### src/rtl/clock_divider_multi.sv
// ============================================================================
// Module   : clock_divider_multi
// Purpose  : CHANNELS independent clock dividers (toggle/pulse) with global
//            halt and single-step, glitch-free runtime divisor reload.
// Revision : 1.0 - initial release
// ============================================================================
`default_nettype none

module clock_divider_multi #(
   parameter int               CHANNELS        = 2,
   parameter int               WIDTH           = 28,
   parameter logic [WIDTH-1:0] DEFAULT_DIVISOR = WIDTH'(1),
   parameter int               CH_BITS         = (CHANNELS > 1) ? $clog2(CHANNELS) : 1
) (
   input  logic                input_clock,
   input  logic                reset_n,
   input  logic                halt,
   input  logic                step,
   input  logic [CHANNELS-1:0] channel_enable,
   input  logic                load_valid,
   input  logic [CH_BITS-1:0]  load_channel,
   input  logic [WIDTH-1:0]    load_divisor,
   input  logic                load_mode,
   output logic [CHANNELS-1:0] output_clock,
   output logic [CHANNELS-1:0] tick,
   output logic                running
);

   logic w_go;
   assign w_go = !halt || step;

   always_ff @(posedge input_clock) begin
      if (!reset_n) begin
         running <= 1'b0;
      end else begin
         running <= !halt && (|channel_enable);
      end
   end

   generate
      for (genvar i = 0; i < CHANNELS; i++) begin : g_ch
         logic [WIDTH-1:0] r_cnt;
         logic [WIDTH-1:0] r_div;
         logic [WIDTH-1:0] r_sdiv;
         logic             r_mode;
         logic             r_smode;
         logic             r_out;
         logic             r_tick;
         logic             w_hit;
         logic             w_adv;
         logic             w_term;
         logic             w_nmode;
         logic [WIDTH-1:0] w_ndiv;
         logic [WIDTH-1:0] w_last;

         // Out-of-range channel indices never match, so such writes are dropped.
         assign w_hit   = load_valid && (load_channel == CH_BITS'(i));
         assign w_ndiv  = w_hit ? load_divisor : r_sdiv;
         assign w_nmode = w_hit ? load_mode    : r_smode;
         assign w_adv   = channel_enable[i] && w_go;
         assign w_last  = (r_div == '0) ? '0 : r_div - 1'b1;
         assign w_term  = w_adv && (r_cnt == w_last);

         always_ff @(posedge input_clock) begin
            if (!reset_n) begin
               r_cnt   <= '0;
               r_div   <= DEFAULT_DIVISOR;
               r_sdiv  <= DEFAULT_DIVISOR;
               r_mode  <= 1'b0;
               r_smode <= 1'b0;
               r_out   <= 1'b0;
               r_tick  <= 1'b0;
            end else begin
               r_sdiv  <= w_ndiv;
               r_smode <= w_nmode;
               if (!channel_enable[i]) begin
                  r_cnt  <= '0;
                  r_out  <= 1'b0;
                  r_tick <= 1'b0;
                  r_div  <= w_ndiv;
                  r_mode <= w_nmode;
               end else if (w_term) begin
                  // Shadow settings take effect here, including a same-edge load.
                  r_cnt  <= '0;
                  r_tick <= 1'b1;
                  r_div  <= w_ndiv;
                  r_mode <= w_nmode;
                  if (w_nmode && !r_mode) begin
                     r_out <= 1'b0;
                  end else if (w_nmode) begin
                     r_out <= 1'b1;
                  end else begin
                     r_out <= ~r_out;
                  end
               end else if (w_adv) begin
                  r_cnt  <= r_cnt + 1'b1;
                  r_tick <= 1'b0;
                  if (r_mode) begin
                     r_out <= 1'b0;
                  end
               end else begin
                  r_tick <= 1'b0;
               end
            end
         end

         assign output_clock[i] = r_out;
         assign tick[i]         = r_tick;
      end
   endgenerate

endmodule

`default_nettype wire

### config.mk
export PLATFORM = sky130hd
export DESIGN_NAME = clock_divider_multi
export DESIGN_NICKNAME = d
export VERILOG_FILES = /design/src/rtl/clock_divider_multi.sv
export SDC_FILE = /design/constraint.sdc
export NUM_CORES = 1
export LEC_CHECK = 0
export CAP_MARGIN = 20
export CORE_UTILIZATION = 30
export DETAILED_ROUTE_END_ITERATION = 10
export PLACE_DENSITY_LB_ADDON = 0.05
export SYNTH_ARGS = -nofsm -noshare
export SYNTH_HDL_FRONTEND = slang
export SYNTH_SLANG_ARGS = --single-unit
### constraint.sdc
create_clock -name input_clock -period 4.7 [get_ports input_clock]
set_input_delay 1.175 -clock input_clock [delete_from_list [all_inputs] [get_ports input_clock]]
set_output_delay 1.175 -clock input_clock [all_outputs]
set_load 0.01 [all_outputs]
# Word level (Yosys, flattened, before mapping)
# Cells that the tools add are included.
totals:
  reg_bits: 177
  output_inout_bits: 5
op_classes:
  addsub: 4
  n_eq_ne: 4
  n_mux: 26
  bitwise: 6
  reduce_logical: 26
op_table:
  columns: ["op", "count"]
  rows:
  - ["$mux 28", 8]
  - ["$add 28x1->28 const B", 2]
  - ["$eq 28x28->1", 2]
  - ["$logic_not 28->1", 2]
  - ["$sub 28x1->28 const B", 2]
  - ["$mux 1", 18]
  - ["$logic_and 1x1->1", 9]
  - ["$reduce_and 2->1", 4]
  - ["$reduce_bool 2->1", 4]
  - ["$not 1->1", 6]
  - ["$reduce_or 3->1", 2]
  - ["$ne 2x1->1 const B", 2]
  - ["$logic_not 1->1", 3]
  - ["$reduce_or 2->1", 1]
  - ["$logic_or 1x1->1", 1]

# Depth between registers and ports, before layout
depth:
  depth_word: 6
  depth_mapped: 14

# Worst setup path after synthesis
# OpenSTA, ideal clock, no wires.
synth_timing:
  path_type: "in2reg"
  from: "in g_ch[1].r_div[4]"
  to: "reg g_ch[1].r_cnt[18]"
  t_arrival_ps: 3533
  t_required_ps: 4585
  setup_slack_ps: 1052
  stages: 14
  n_path_buf: 4
  path_cell_list: "dfxtp_1 -> buf_2 -> or4_4 -> or4_1 -> clkbuf_1 -> or4_1 -> xnor2_1 -> or4_1 -> a221oi_1 -> nand4_1 -> nand3_1 -> buf_4 -> buf_4 -> nor2_1"
synth_between:
  elab_chain_len: 5
  word_cells_on_any_way: 6
synth_rtl:
  columns: ["element", "line", "text"]
  rows:
  - ["start: declaration", "43", "logic [WIDTH-1:0] r_div;"]
  - ["$sub 28x1->28 / $logic_not 28->1 (equally long branches)", "61", "assign w_last = (r_div == '0) ? '0 : r_div - 1'b1;"]
  - ["$mux 28 *", "61", null]
  - ["$eq 28x28->1 *", "62", "assign w_term = w_adv && (r_cnt == w_last);"]
  - ["$logic_and 1x1->1 *", "62", null]
  - ["$reduce_or 3->1 (no source line) *", null, null]
  - ["end signal: assignment", "96", "r_cnt <= r_cnt + 1'b1;"]
  - ["end: declaration", "42", "logic [WIDTH-1:0] r_cnt;"]
# Every way passes the cells marked *; elsewhere a longest branch is shown, timed or not.
# A chain may end at the register's enable or synchronous reset.

# Final worst setup path
layout_timing:
  from: "in g_ch[1].r_div[0]"
  to: "reg g_ch[1].r_div[20]"
layout_between:
  elab_chain_len: 5
  word_cells_on_any_way: 6
layout_rtl:
  columns: ["element", "line"]
  rows:
  - ["$sub 28x1->28 / $logic_not 28->1 (equally long branches)", "61"]
  - ["$mux 28 *", "61"]
  - ["$eq 28x28->1 *", "62"]
  - ["$logic_and 1x1->1 *", "62"]
  - ["$ne 2x1->1 (no source line) *", null]
# Marked as above.

==> results.ini <==
[detailed_routing]
via_per_inst = 5.314
drt_first_pass_iters = 5
drt_iter0_drc = 658
final_antenna_net_count = 0
wl_mm = 32.81
vias = 8992
wl_per_cell_um = 19.39
drc = 0

[synthesis]
ys_ff_latch = 177
yosys.area_share.xor_xnor_pct = 8.812
synth_edf_count = 0
synthesis.area_um2 = 10220
yosysSeqAreaShare_pct = 34.66
async_reset_ff_share_pct = 0
synth_fp_nets = 1263
yosysWarnings = 0
muxShareOfSynthArea_pct = 3.965
synth_top_family_by_area = simple AND/OR/NAND/NOR gates
synth_adder_area_share_pct = 0.4895
synth_simple_gate_area_share_pct = 27.88
synthCells = 1222
syn_avg_cell_area_um2 = 8.366
yosys_most_used_dff = dfxtp_1
synth_compound_area_share_pct = 17.94
synth_cell_types = 79

[clock_tree]
cts-root-buf = clkbuf_16
cts_buffers = 17
cts_setup_buffers = 0
cts_hold_buf = 0
clkSinkCount = 177
cts_max_path_buffers = 2
cts_tree = built
postCtsResizedCells = 0
cts_max_level = 4
insertion_delay_ns = 0.44
path_clk_slew_ns = 0.07

[placed_design]
place.gp.congestion = 0.9414
dpl.hpwl_mm = 25.04
dp_slack_ns = 0.3594
io_buffers = 41

[worst_setup_path]
worst_ep_required_time_ns = 5.09
cp_common_cell = nand2_1
worstPathArrival_ns = 4.78
slowest_stage = a2111oi_0
critical_path_buf_inv_count = 2
path_cells = inv_1 > ha_1 > or3b_1 > nor4_2 > nand2_1 > or3_1 > a2111oi_0 > nand4_1 > nand2_1 > buf_4 > a2bb2oi_2
cp_max_fo = 13
critPathTopFamily = simple AND/OR/NAND/NOR gates
start_kind = flop
rrSetupSlack_ns = 0.30
path_class = flop to flop
endpoint_kind = flop
critPathMaxStageDelay_ns = 0.59

[power_and_ir_drop]
irDropWorstVdd_uv = 270.4
total_power_uw = 3699
power_density_nw_per_um2 = 317.8
p_leak_uw = 0.004404

[global_routing]
grt_pass1_vias = 8444
grt_max_degree = 44
grt-ovfl-total = 0
grt_usage_pct = 19.00
grt_first_pass_wirelength_mm = 51.35
antenna_found_initial = 0

[die]
die-width_um = 186.6
fp-row-count = 67
coreArea_um2 = 33530
io_pins = 42
die_h_um = 186.6
dieArea_um2 = 34820
initial_core_util_pct = 30.49

[layout]
areaGrowthSynthToFinish_pct = 13.83
antenna_cells = 0
drive_gt1_share_pct = 9.405
fillers = 3540
layout.nets = 1273

[sta]
final-hold-violation-count = 0
worstMarginPinSlew_ns = 0.8819
fmax_mhz = 227.5
max-slew-margin-rel_pct = 40.66
slew_violations = 0
finalWorstSetupSlack_ns = 0.3045
skew_ns = 0.008293
fin_crit_sh_pct = 93.52
finalCriticalPeriod_ns = 4.396
fin_setup_tns_ns = 0
setup_viol_count_final = 0
rsz0062_at_grt = false

[run_status]
status = completed

[flow_run]
drv_cap = 0

[hold_path]
worstHoldPathType = flop to flop

-- cell families (layout without fill, tap and decap cells) --
kind of cell / Yosys count / count (layout)
AND/OR/NAND/NOR: 537 / 537
multiplexers: 40 / 40
XOR/XNOR: 95 / 95
flip-flops: 177 / 177
adder cells (fa/ha/maj): 4 / 4
AO/OA/AOI/OAI: 231 / 231
buffers and inverters: 138 / 160
-- metal layers --
metal	vias to the layer above	part of all wire, %	global-route usage, %
met5	-	0	0
met4	0	1.2	5.139
met3	28	5.4	3.122
met2	218	40	26.51
met1	4297	53	29.45
li1	4449	-	-
-- registers in the layout, summed over array words and instances (netlist names) --
register / cells
g_ch.r_sdiv: 56
g_ch.r_out: 2
g_ch.r_smode: 2
g_ch.r_tick: 2
g_ch.r_mode: 2
running: 1
g_ch.r_cnt: 56
g_ch.r_div: 56
-- power breakdown --
group          switching [uW]  internal [uW]
clock                     662            754
combinational             359            275
sequential               85.5           1560
-- layout make-up --
| class | count | area [um2] | area share [%] |
|---|---|---|---|
| multi-input cells | 907 | 6060 | 52.07 |
| flip-flops and latches | 177 | 3543 | 30.45 |
| repair buffers | 80 | 723.2 | 6.214 |
| well taps | 448 | 560.5 | 4.817 |
| clock buffers | 19 | 442.9 | 3.806 |
| inverters | 49 | 183.9 | 1.580 |
| clock inverters | 12 | 123.9 | 1.064 |
-- worst min-delay path, cell delays in order (launching register included) --
cell and delay (ns):
dfxtp_1 0.30, nand2_1 0.04, a21boi_0 0.09
-- synthesized netlist by cell type, types with 19 or more instances --
library cell    n  share of area, %
nor2_1        104               3.8
o21ai_0        28               1.4
nand4_1        37               2.3
inv_1          49               1.8
xor2_1         44               3.8
nand2_1       121               4.4
nand3_1        44               2.2
clkbuf_1       58               2.1
o22a_1         30               2.6
nor4_1         32               2.0
nand2b_1       39               2.4
mux2i_1        36               3.5
a21boi_0       31               2.3
a2bb2oi_1      19               1.6
or4_1          22               1.6
dfxtp_1       177                35
xnor2_1        46               3.9
nor3_1         39               1.9
-- stage by stage --
step | cells | utilization (%) | hold WS [ns] | area [um2]
after floorplan | 1222 | - | 0.4383 | 10220
after CTS | 1692 | 34.70 | 0.4853 | 11630
after detailed placement | 1661 | 33.01 | 0.4753 | 11070
final | 1692 | 34.71 | 0.4814 | 11640
after global routing | 1692 | 34.71 | 0.5151 | 11640
after global placement | 1661 | 33.01 | 0.4709 | 11070
-- cells in the final DEF, fill, tap and decap left out, types with 37 or more instances in the layout --
cell	count
buf_4	37
clkdlybuf4s50_1	40
dfxtp_1	177
inv_1	49
nand2_1	120
nand2b_1	39
nand3_1	43
nand4_1	37
nor2_1	103
nor3_1	39
xnor2_1	46
xor2_1	44
-- final timing paths --
kind                 startpoint                  to  cells past startpoint
max reg2reg    g_ch[1].r_div[0]   g_ch[1].r_div[20]                     11
max            g_ch[1].r_div[0]   g_ch[1].r_div[20]                     11
min reg2reg  g_ch[0].r_sdiv[16]  g_ch[0].r_sdiv[16]                      2
min          g_ch[0].r_sdiv[16]  g_ch[0].r_sdiv[16]                      2
Power figures use the tool's default switching activity.
